==> src/rtl/fifo_reader.sv <==
// fifo_reader: pops a programmed number of words from a 16-bit FIFO through its
// rd/dout/valid/empty interface. Each word is forwarded to a downstream sink over
// a valid/ready handshake. The block counts accepted words and flags read errors.
module fifo_reader #(
  parameter int unsigned WIDTH = 16,
  parameter int unsigned LEN_W = 8
) (
  input  logic             clk,
  input  logic             rst,
  input  logic             start,
  input  logic [LEN_W-1:0] len,
  output logic             fifo_rd,
  input  logic [WIDTH-1:0] fifo_dout,
  input  logic             fifo_valid,
  input  logic             fifo_empty,
  input  logic             fifo_under,
  output logic [WIDTH-1:0] m_data,
  output logic             m_valid,
  input  logic             m_ready,
  output logic             busy,
  output logic             done,
  output logic             err,
  output logic [LEN_W-1:0] word_cnt
);

  typedef enum logic [2:0] {
    IDLE  = 3'd0,
    ISSUE = 3'd1,
    WAIT  = 3'd2,
    OUT   = 3'd3,
    DONE  = 3'd4
  } state_t;

  state_t             r_state;
  state_t             w_next;
  logic [LEN_W-1:0]   r_rem;
  logic [LEN_W-1:0]   r_cnt;
  logic [WIDTH-1:0]   r_data;
  logic               r_valid;
  logic               r_err;
  logic               w_rd_ok;
  logic               w_hs;

  assign w_rd_ok = fifo_valid && !fifo_under;
  assign w_hs    = r_valid && m_ready;

  // State register; reset abandons any read in flight.
  always_ff @(posedge clk or negedge rst) begin
    if (!rst) r_state <= IDLE;
    else      r_state <= w_next;
  end

  // Next-state logic and combinational strobes.
  always_comb begin
    w_next  = r_state;
    fifo_rd = 1'b0;
    busy    = (r_state != IDLE);
    done    = (r_state == DONE);
    case (r_state)
      IDLE: begin
        if (start) w_next = (len == '0) ? DONE : ISSUE;
      end
      ISSUE: begin
        // Never strobe an empty FIFO; just wait here until data shows up.
        if (!fifo_empty) begin
          fifo_rd = 1'b1;
          w_next  = WAIT;
        end
      end
      WAIT: begin
        w_next = w_rd_ok ? OUT : ISSUE;
      end
      OUT: begin
        if (m_ready) w_next = (r_rem == LEN_W'(1)) ? DONE : ISSUE;
      end
      DONE: begin
        w_next = IDLE;
      end
      default: begin
        w_next = IDLE;
      end
    endcase
  end

  // Datapath: remaining/accepted counters, output word register and sticky error.
  always_ff @(posedge clk or negedge rst) begin
    if (!rst) begin
      r_rem   <= '0;
      r_cnt   <= '0;
      r_data  <= '0;
      r_valid <= 1'b0;
      r_err   <= 1'b0;
    end else begin
      case (r_state)
        IDLE: begin
          if (start) begin
            r_rem <= len;
            r_cnt <= '0;
            r_err <= 1'b0;
          end
        end
        WAIT: begin
          if (w_rd_ok) begin
            r_data  <= fifo_dout;
            r_valid <= 1'b1;
          end else begin
            r_err <= 1'b1;
          end
        end
        OUT: begin
          if (w_hs) begin
            r_valid <= 1'b0;
            r_cnt   <= r_cnt + 1'b1;
            r_rem   <= r_rem - 1'b1;
          end
        end
        default: begin
        end
      endcase
    end
  end

  assign m_data   = r_data;
  assign m_valid  = r_valid;
  assign err      = r_err;
  assign word_cnt = r_cnt;

endmodule

==> config.mk <==
export PLATFORM = sky130hd
export DESIGN_NAME = fifo_reader
export DESIGN_NICKNAME = d
export VERILOG_FILES = /design/src/rtl/fifo_reader.sv
export SDC_FILE = /design/constraint.sdc
export NUM_CORES = 1
export LEC_CHECK = 0
export ABC_CLOCK_PERIOD_IN_PS = 1890
export CORE_MARGIN = 2
export CORE_UTILIZATION = 41
export CTS_CLUSTER_DIAMETER = 120
export DETAILED_ROUTE_END_ITERATION = 12
export PLACE_DENSITY = 0.78
export SYNTH_ARGS = -nofsm -noshare
export SYNTH_HDL_FRONTEND = slang
export SYNTH_SLANG_ARGS = --single-unit
==> constraint.sdc <==
create_clock -name clk -period 1.89 [get_ports clk]
set_input_delay 0.378 -clock clk [delete_from_list [all_inputs] [get_ports clk]]
set_output_delay 0.378 -clock clk [all_outputs]
set_load 0.01 [all_outputs]
==> results of run 1 <==
-- state kept, by name (all words and copies together), names as in the netlist --
name      cells
r_state       3
err           1
word_cnt      8
m_data       16
r_rem         8
m_valid       1
-- synthesized netlist by cell type --
master / n
mux2_2: 16
nand3b_1: 1
xnor2_1: 2
inv_1: 6
a2bb2oi_1: 1
and2_1: 1
nand3_1: 8
o311ai_0: 1
a2111oi_0: 2
or3_1: 1
o221ai_1: 1
nand4b_1: 1
a211oi_1: 4
nor4_1: 4
nor2b_1: 1
nor3_1: 4
nand4_1: 6
a32o_1: 1
or2_2: 1
a21o_1: 2
or4_1: 4
nand2b_1: 1
clkbuf_1: 6
a21boi_0: 1
o31ai_1: 2
o32ai_1: 1
buf_2: 1
nor2_1: 15
o21ai_0: 7
o211ai_1: 2
and3_1: 3
dfrtp_1: 37
nand2_1: 19
and3b_1: 1
buf_6: 1
or3b_4: 1
ha_1: 3
o22ai_1: 1
a221oi_1: 1
a21oi_1: 9
-- final cells by class --
type	instances	area [µm²]	area share
repair buffers	82	766	0.281
flip-flops and latches	37	926	0.340
inverters	6	22.5	0.00826
well taps	52	65.1	0.0239
clock buffers	8	80.1	0.0294
multi-input cells	129	866	0.318
-- where the power goes --
part	switching, µW	internal, µW	total [µW]
registers	266	1110	1380
clock network	269	262	532
logic	736	914	1650
-- stage by stage --
stage	TNS (ns)	worst slack, ns	cell area, µm²	total power, µW
after floorplan	0	0.115	1830	2170
after global placement	-2.79	-0.328	2620	2970
after detailed placement	-3.31	-0.368	2620	3030
after CTS	0	0.0348	2710	3570
after global routing	0	0.0172	2730	3820
final	0	0.0685	2730	3560
-- logic make-up after synthesis --
| family | after synthesis |
|---|---|
| xor+xnor | 2 |
| buf+inv | 14 |
| fa+ha+maj | 3 |
| mux | 16 |
| flops | 37 |
| simple gates | 72 |
| compound gates | 36 |
-- how the worst min path moves through the flow --
stage | slack, ns | endpoint
floorplan | 0.08 | err
global placement | 0.49 | m_data[15]
detailed placement | 0.48 | err
CTS | 0.51 | m_data[13]
global route | 0.53 | m_data[13]
finish | 0.51 | m_data[8]
-- routing by layer --
layer / vias to the layer above / part of all wire / GRT usage / wire length [µm]
li1: 827 / - / - / -
met1: 830 / 0.42 / 0.240 / 1930
met2: 64 / 0.48 / 0.319 / 2230
met3: 5 / 0.091 / 0.0812 / 420
met4: 0 / 0.013 / 0.0713 / 59
met5: - / 0 / 0 / 0
-- worst max-delay path: cells and delay by family (launching register included) --
kind          cells  cell delay (ns)
simple gates      1             0.43
flops             1             0.42
buf+inv           1             0.31
-- what timing repair did --
action | CTS | global route
resized for setup | 5 | 6
setup endpoints to repair | 6 | 6
pin swaps | 5 | 1
==> out/qor.txt, run 1 <==
Status -> finished, final reports clean
Setup-failing EPs final -> 0
Initial antenna violation count -> 0
HPWL after DPL -> 3450 µm
Placed insts -> 306
CTS max path bufs -> 2
Reg2Reg Setup Slack -> 0.14 ns
Routed Antenna Nets -> 0
Worst VDD drop -> 735 µV
Io pins -> 60
Final Hold Viols -> 0
Detailed-route via count -> 1,726
Relative slew slack -> 0.677
CP max stage delay -> 0.43 ns
Worst R2R Start -> r_state[0]
Global-route wire length before repair -> 7980 µm
Crit path DAT -> 1.44 ns
CTS tree -> done
Postcts setup bufs -> 0
Layout Skew -> 0.00840 ns
Core Util, Final -> 0.630
Largest fanout on the critical path -> 4
Flops & latches, synth -> 37
Gpl congestion -> 0.851
Worst min-delay path class -> reg2reg
Die area -> 5010 µm²
Cell area after synthesis -> 1830 µm²
Netlist cell types -> 40
Worst slew pin tran -> 0.484 ns
DR pass1 iterations -> 4
Worst Setup EP -> busy
Simple logic cell fraction of the synthesized area -> 0.200
Number of DRC markers in iteration 0 -> 95
Crit start category -> flip-flop
Total GRT Usage -> 0.198
Core area -> 4320 µm²
Reg-to-reg critical path endpoint -> word_cnt[4]
Depth of the worst hold-timing path -> 1
MaxCap Viol Count -> 0
Clk_lat worst skew -> 0.28 ns
Layout Nets -> 295
Pleak -> 0.00119 µW
Clock Root Buffer -> clkbuf_8
RSZ-0062 raised after global routing -> no
WL final -> 4640 µm
Crit path max-delay cell type -> or3_1
Crit path launch -> r_state[0]
Commonest non-fill, non-tap cell in the layout -> clkdlybuf4s50_1
CP Class -> reg2out
H-tree depth -> 2
Clk pin slew, worst setup/hold paths -> 0.07 ns
PortBufs -> 59
Via/cell ratio -> 5.50
DR WL/cell -> 14.8 µm
Post-Syn Nets -> 214
Fmax -> 549 MHz
Congestion Overflow GR -> 0
Finished Layout Cells -> 314
Synth Area in Compound Gates -> 0.131
Die W -> 70.8 µm
Share of layout cells above drive strength 1 -> 0.195
Min cycle time layout -> 1.82 ns
Largest family of logic cells by synthesized area -> simple AND/OR/NAND/NOR gates
Synth area leaders -> dfrtp_1 (51%), mux2_2 (9.8%), nand2_1 (3.9%)
Antenna diode instance count -> 0
XOR/XNOR share of the synthesized area -> 0.00958
Pwr dens -> 1310 nW/µm²
Adder-Cell Fraction of Synth Area -> 0.0205
Cell Rows -> 24
Post-Synthesis Cells -> 180
Ys Warns -> 0
Vias in the first global route -> 1,801
Tcrit/Tclk final -> 0.964
Worst R2R Path Depth -> 4
Synth top area share -> 0.506
Starting density of the core -> 0.423
CTS Buf Count -> 5
Die height -> 70.8 µm
Crit path cell chain -> or3_1 -> dlygate4sd2_1
Hold Crit Start -> m_data[8]
Hold_buf cts -> 0
Multiplexer share of the synthesized area -> 0.0985
Critical Path RT -> 1.51 ns
Area leader, netlist -> dfrtp_1
DR DRC count -> 0
Synth-to-Final Area Change -> 49.0%
Commonest cells after routing, fill and taps aside -> clkdlybuf4s50_1 (55), dfrtp_1 (37), buf_4 (22), nand2_1 (19), mux2_2 (16)
Worst setup EP type -> output pin
Clock Sinks -> 37
Max-slew violation count -> 0
Sequential share of the synthesized area -> 0.506
Pin count of the biggest net entering global routing -> 38
Fillers -> 392
Hold Slack -> 0.506 ns
Syn_area_per_cell -> 10.2 µm²
Note: power is estimated with default switching activity, not from simulation.
==> run 2: changes to the inputs <==
- CTS_CLUSTER_DIAMETER: 120 -> 40
- REMOVE_ABC_BUFFERS: default -> 1
==> run 2 against run 1 <==
Setup slack worse by 0.0036 ns. Worst hold slack lost 0.0025 ns. Die area did not move. Global-route usage increased by 1.2 points. Design area rose by 2.6%. Wire length increased by 4.2%. Critical path type is now reg2reg. Largest cell class unchanged.
==> out/qor.txt, run 2 (synthesis gave the netlist of run 1 again) <==
HPWL after DPL -> 3510 µm (+1.6%)
CTS Buf Count -> 5 (unchanged)
Fmax -> 548 MHz (-0.20%)
Crit path launch -> r_state[0]
Pin count of the biggest net entering global routing -> 15 (-61%)
Commonest cells after routing, fill and taps aside -> clkdlybuf4s50_1 (54), dfrtp_1 (37), buf_4 (30), nand2_1 (19), mux2_2 (16)
Relative slew slack -> 0.737 (+0.0603)
CP Class -> reg2reg
Layout Nets -> 305 (+3.4%)
Clock power share -> 0.151 (+0.002)
Die height -> 70.8 µm (unchanged)
Switching Share -> 0.358 (+0.00135)
Die W -> 70.8 µm (unchanged)
Crit start category -> flip-flop
Worst R2R Path Depth -> 4 (unchanged)
Max reg flops -> 16 (unchanged)
Clk pin slew, worst setup/hold paths -> 0.08 ns (about the same)
Post-route design area -> 2800 µm² (+2.6%)
Layout Skew -> 0.00660 ns (-0.00181 ns)
Worst slew pin tran -> 0.391 ns (-0.0934 ns)
WL final -> 4830 µm (+4.2%)
RSZ-0062 raised after global routing -> no
H-tree depth -> 2 (unchanged)
Share of layout cells above drive strength 1 -> 0.224 (+0.0296)
Number of DRC markers in iteration 0 -> 152 (+60%)
DR WL/cell -> 14.9 µm (+0.97%)
Global-route wire length before repair -> 8320 µm (+4.3%)
PortBufs -> 59 (unchanged)
Final Hold Viols -> 0 (unchanged)
Initial antenna violation count -> 0 (unchanged)
CTS max path bufs -> 2 (unchanged)
DP Area -> 2680 µm² (+2.3%)
Min cycle time layout -> 1.83 ns (+0.00365 ns)
Status -> finished, final reports clean
Worst min-delay path class -> in2async
Tcrit/Tclk final -> 0.966 (+0.00193)
Clock Sinks -> 37 (unchanged)
Combinational group share of total power -> 0.468 (+0.005)
Antenna diode instance count -> 0 (unchanged)
CTS tree -> done
Pleak -> 0.00123 µW (+3.2%)
Largest fanout on the critical path -> 5 (+1)
Worst setup EP type -> flip-flop
Worst R2R Start -> r_state[0]
Starting density of the core -> 0.423 (unchanged)
Via/cell ratio -> 5.40 (-1.9%)
Gpl congestion -> 0.920 (+8.0%)
DR pass1 iterations -> 4 (unchanged)
Clock Root Buffer -> clkbuf_8
Reg2Reg Setup Slack -> 0.06 ns (-0.08 ns)
Clk_lat worst skew -> 0.29 ns (about the same)
Total GRT Usage -> 0.210 (+0.0121)
Worst VDD drop -> 761 µV (+3.6%)
DR DRC count -> 0 (unchanged)
Internal -> 2330 µW (+1.9%)
P_sw -> 1300 µW (+2.5%)
Critical Path RT -> 2.11 ns (+0.60 ns)
Commonest non-fill, non-tap cell in the layout -> clkdlybuf4s50_1
Setup TNS -> 0 ns (unchanged)
Vias in the first global route -> 1,770 (-1.7%)
Pwr dens -> 1300 nW/µm² (-0.44%)
Core area -> 4320 µm² (unchanged)
Io pins -> 60 (unchanged)
Setup-failing EPs final -> 0 (unchanged)
Cell Rows -> 24 (unchanged)
Detailed-route via count -> 1,748 (+1.3%)
Reg power frac -> 0.381 (-0.006)
Crit path DAT -> 2.05 ns (+0.61 ns)
Synth-to-Final Area Change -> 52.8%
Die area -> 5010 µm² (unchanged)
Routed Antenna Nets -> 0 (unchanged)
Congestion Overflow GR -> 0 (unchanged)
Max-slew violation count -> 0 (unchanged)
MaxCap Viol Count -> 0 (unchanged)
[run 2: repair_timing]
item                                   in CTS  in global routing
setup endpoints to repair                   5                  2
endpoints found under the hold margin      11                  0
buffers inserted                            0                  1
hold buffers                                1                  0
pin swaps                                   2                  1
gates resized for setup                     7                  2
cloned                                      1                  0
[run 2: critical path, cell delays in order (launching register included)]
cell and delay (ns):
dfrtp_1 0.42, or3b_4 0.44, a21o_4 0.24, or4_1 0.50, a21oi_1 0.15
[run 2: through the flow]
step / total power, µW / utilization / setup slack [ns] / std cells / hold WS [ns]
after floorplan: 2130 / - / -0.0345 / 172 / 0.0824
after global placement: 3020 / 0.620 / -0.365 / 313 / 0.286
after detailed placement: 3070 / 0.620 / -0.416 / 313 / 0.291
after CTS: 3640 / 0.646 / 0.00170 / 323 / 0.507
after global routing: 3890 / 0.646 / 0.00758 / 324 / 0.518
final: 3640 / 0.646 / 0.0649 / 324 / 0.503
[run 2: path summary, 6_finish.rpt]
path / endpoint
worst min-delay path: m_data[11]
worst max-delay path: word_cnt[5]
max in group asynchronous: r_rem[2]
worst max register to register: word_cnt[5]
worst min register to register: m_data[14]
min in group clk: m_data[14]
[run 2: power groups by stage]
stage | clock network (µW) | logic [µW] | registers (µW)
6_report | 549 | 1700 | 1390
5_1_grt | 594 | 1860 | 1430
4_1_cts | 556 | 1710 | 1380
3_5_place_dp | 0 | 1680 | 1390
3_3_place_gp | 0 | 1650 | 1370
2_1_floorplan | 0 | 660 | 1470
[run 2: cell type report]
cell class | instances | area [µm²]
Inverter | 6 | 22.5
Fill cell | 385 | 1530
Multi-Input combinational cell | 130 | 866
Clock inverter | 1 | 7.51
Tap cell | 52 | 65.1
Clock buffer | 7 | 76.3
Sequential cell | 37 | 926
Timing Repair Buffer | 91 | 832
[run 2: per-layer routing]
layer  up-vias  wire [µm]  global-route usage
met5         -          0                   0
met4         0         70              0.0713
met3         7        390              0.0755
met2        64       2240               0.325
met1       831       2130               0.276
li1        846          -                   -
==> run 3: changes to the inputs <==
- CAP_MARGIN: default -> 30
- TNS_END_PERCENT: default -> 5
==> run 3 against run 2 <==
Global-route usage is 0.69 points lower. Combinational power hardly changed. Die area stayed put. Maximum frequency is 0.36% higher.
==> out/qor.txt, run 3 (synthesis gave the netlist of run 1 again) <==
Status -> finished, final reports clean
CP max stage delay -> 0.52 ns (+0.02 ns)
Congestion Overflow GR -> 0 (unchanged)
Die height -> 70.8 µm (unchanged)
Total GRT Usage -> 0.203 (-0.00693)
Critical Path RT -> 2.11 ns (about the same)
Worst setup EP type -> flip-flop
Die W -> 70.8 µm (unchanged)
Pin count of the biggest net entering global routing -> 15 (unchanged)
CTS tree -> done
Setup-failing EPs final -> 0 (unchanged)
DR DRC count -> 0 (unchanged)
Routed Antenna Nets -> 0 (unchanged)
DP Area -> 2680 µm² (unchanged)
WL final -> 4680 µm (-3.1%)
Fmax -> 550 MHz (+0.36%)
Clk pin slew, worst setup/hold paths -> 0.08 ns (about the same)
Crit path cell chain -> or3b_4 -> a21o_4 -> or4_1 -> a21oi_2
Initial antenna violation count -> 0 (unchanged)
Synth-to-Final Area Change -> 51.7%
Tcrit/Tclk final -> 0.962 (-0.00344)
PortBufs -> 59 (unchanged)
Crit path DAT -> 2.04 ns (about the same)
Share of layout cells above drive strength 1 -> 0.215 (-0.00945)
Io pins -> 60 (unchanged)
Gpl congestion -> 0.920 (unchanged)
Core area -> 4320 µm² (unchanged)
Worst min-delay path class -> in2async
HPWL after DPL -> 3510 µm (unchanged)
Layout Skew -> 0.00655 ns (-0.0000496 ns)
H-tree depth -> 2 (unchanged)
Postcts setup bufs -> 0 (unchanged)
Clock Root Buffer -> clkbuf_8
Pwr dens -> 1310 nW/µm² (+0.35%)
Clock Sinks -> 37 (unchanged)
Vias in the first global route -> 1,738 (-1.8%)
Crit start category -> flip-flop
Commonest cells after routing, fill and taps aside -> clkdlybuf4s50_1 (54), dfrtp_1 (37), buf_4 (29), nand2_1 (19), mux2_2 (16)
DR WL/cell -> 14.5 µm (-2.5%)
CP Class -> reg2reg
CTS Buf Count -> 5 (unchanged)
Max reg flops -> 16 (unchanged)
CTS max path bufs -> 2 (unchanged)
Detailed-route via count -> 1,746 (-0.11%)
Min cycle time layout -> 1.82 ns (-0.00651 ns)
Max-slew violation count -> 0 (unchanged)
DR pass1 iterations -> 5 (+1)
RSZ-0062 raised after global routing -> no
Number of DRC markers in iteration 0 -> 173 (+14%)
MaxCap Viol Count -> 0 (unchanged)
Cell Rows -> 24 (unchanged)
Die area -> 5010 µm² (unchanged)
Largest fanout on the critical path -> 9 (+4)
Layout Nets -> 303 (-0.66%)
Worst VDD drop -> 761 µV (about the same)
Relative slew slack -> 0.739 (+0.00173)
Post-Place Worst Slack -> -0.416 ns (unchanged)
Worst slew pin tran -> 0.388 ns (-0.00258 ns)
Global-route wire length before repair -> 8050 µm (-3.2%)
Starting density of the core -> 0.423 (unchanged)
Crit path max-delay cell type -> or4_1
Via/cell ratio -> 5.42 (+0.51%)
Clk_lat worst skew -> 0.29 ns (about the same)
Final Hold Viols -> 0 (unchanged)
Fin worst setup slack -> 0.0714 ns (+0.00651 ns)
Commonest non-fill, non-tap cell in the layout -> clkdlybuf4s50_1
Post-route design area -> 2780 µm² (-0.72%)
Antenna diode instance count -> 0 (unchanged)
Pleak -> 0.00122 µW (-0.80%)
[run 3: cell count changes in the layout (fill, tap and decap cells not counted), sizes merged]
cell,change
a21o,-1
buf,-1
[run 3: routing by layer]
metal / up-vias / global-route usage / share of wire
li1: 841 / - / -
met5: - / 0 / 0
met1: 826 / 0.266 / 0.44
met4: 0 / 0.0713 / 0.017
met3: 9 / 0.0741 / 0.085
met2: 70 / 0.314 / 0.46
[run 3: area by class of cell]
type                    count  area (µm²)
flip-flops and latches     37         926
fillers                   388        1550
well taps                  52        65.1
inverters                   6        22.5
multi-input cells         129         853
clock inverters             1        7.51
repair buffers             90         825
clock buffers               7        76.3
[run 3: power by group]
group | switching (µW) | leakage (µW) | internal [µW]
registers | 271 | 0.000463 | 1110
logic | 740 | 0.000721 | 951
clock network | 286 | 0.0000385 | 261
total | 1300 | 0.00122 | 2330
[run 3: through the flow]
stage | power (µW) | setup TNS, ns | cells | hold WS [ns] | util
2_1_floorplan | 2130 | -0.0689 | 172 | 0.0824 | -
3_3_place_gp | 3020 | -3.51 | 313 | 0.286 | 0.620
3_5_place_dp | 3070 | -4.05 | 313 | 0.291 | 0.620
4_1_cts | 3630 | 0 | 322 | 0.507 | 0.643
5_1_grt | 3880 | 0 | 322 | 0.518 | 0.642
6_report | 3620 | 0 | 322 | 0.505 | 0.642
[run 3: path summary, 6_finish.rpt]
check | start | endpoint | slack (ns) | cells after the start
max in group asynchronous | rst | r_rem[2] | 0.89 | 3
setup / recovery | r_state[0] | word_cnt[7] | 0.07 | 4
hold reg to reg | m_data[14] | m_data[14] | 0.51 | 1
setup reg to reg | r_state[0] | word_cnt[7] | 0.07 | 4
min in group clk | m_data[14] | m_data[14] | 0.51 | 1
hold / removal | rst | m_data[11] | 0.51 | 2
[run 3: worst max-delay path, delay by kind of cell, from the launching register on]
family / cells / cell delay, ns
AND/OR/NAND/NOR: 2 / 0.95
flip-flops: 1 / 0.42
AO/OA/AOI/OAI: 2 / 0.37
[run 3: what timing repair did]
item | in CTS | in global routing
setup endpoints to repair | 5 | 1
hold endpoints to repair | 11 | 0
gates cloned | 0 | 0
pin swaps | 3 | 0
hold buffers | 1 | 0
gates resized for setup | 6 | 2
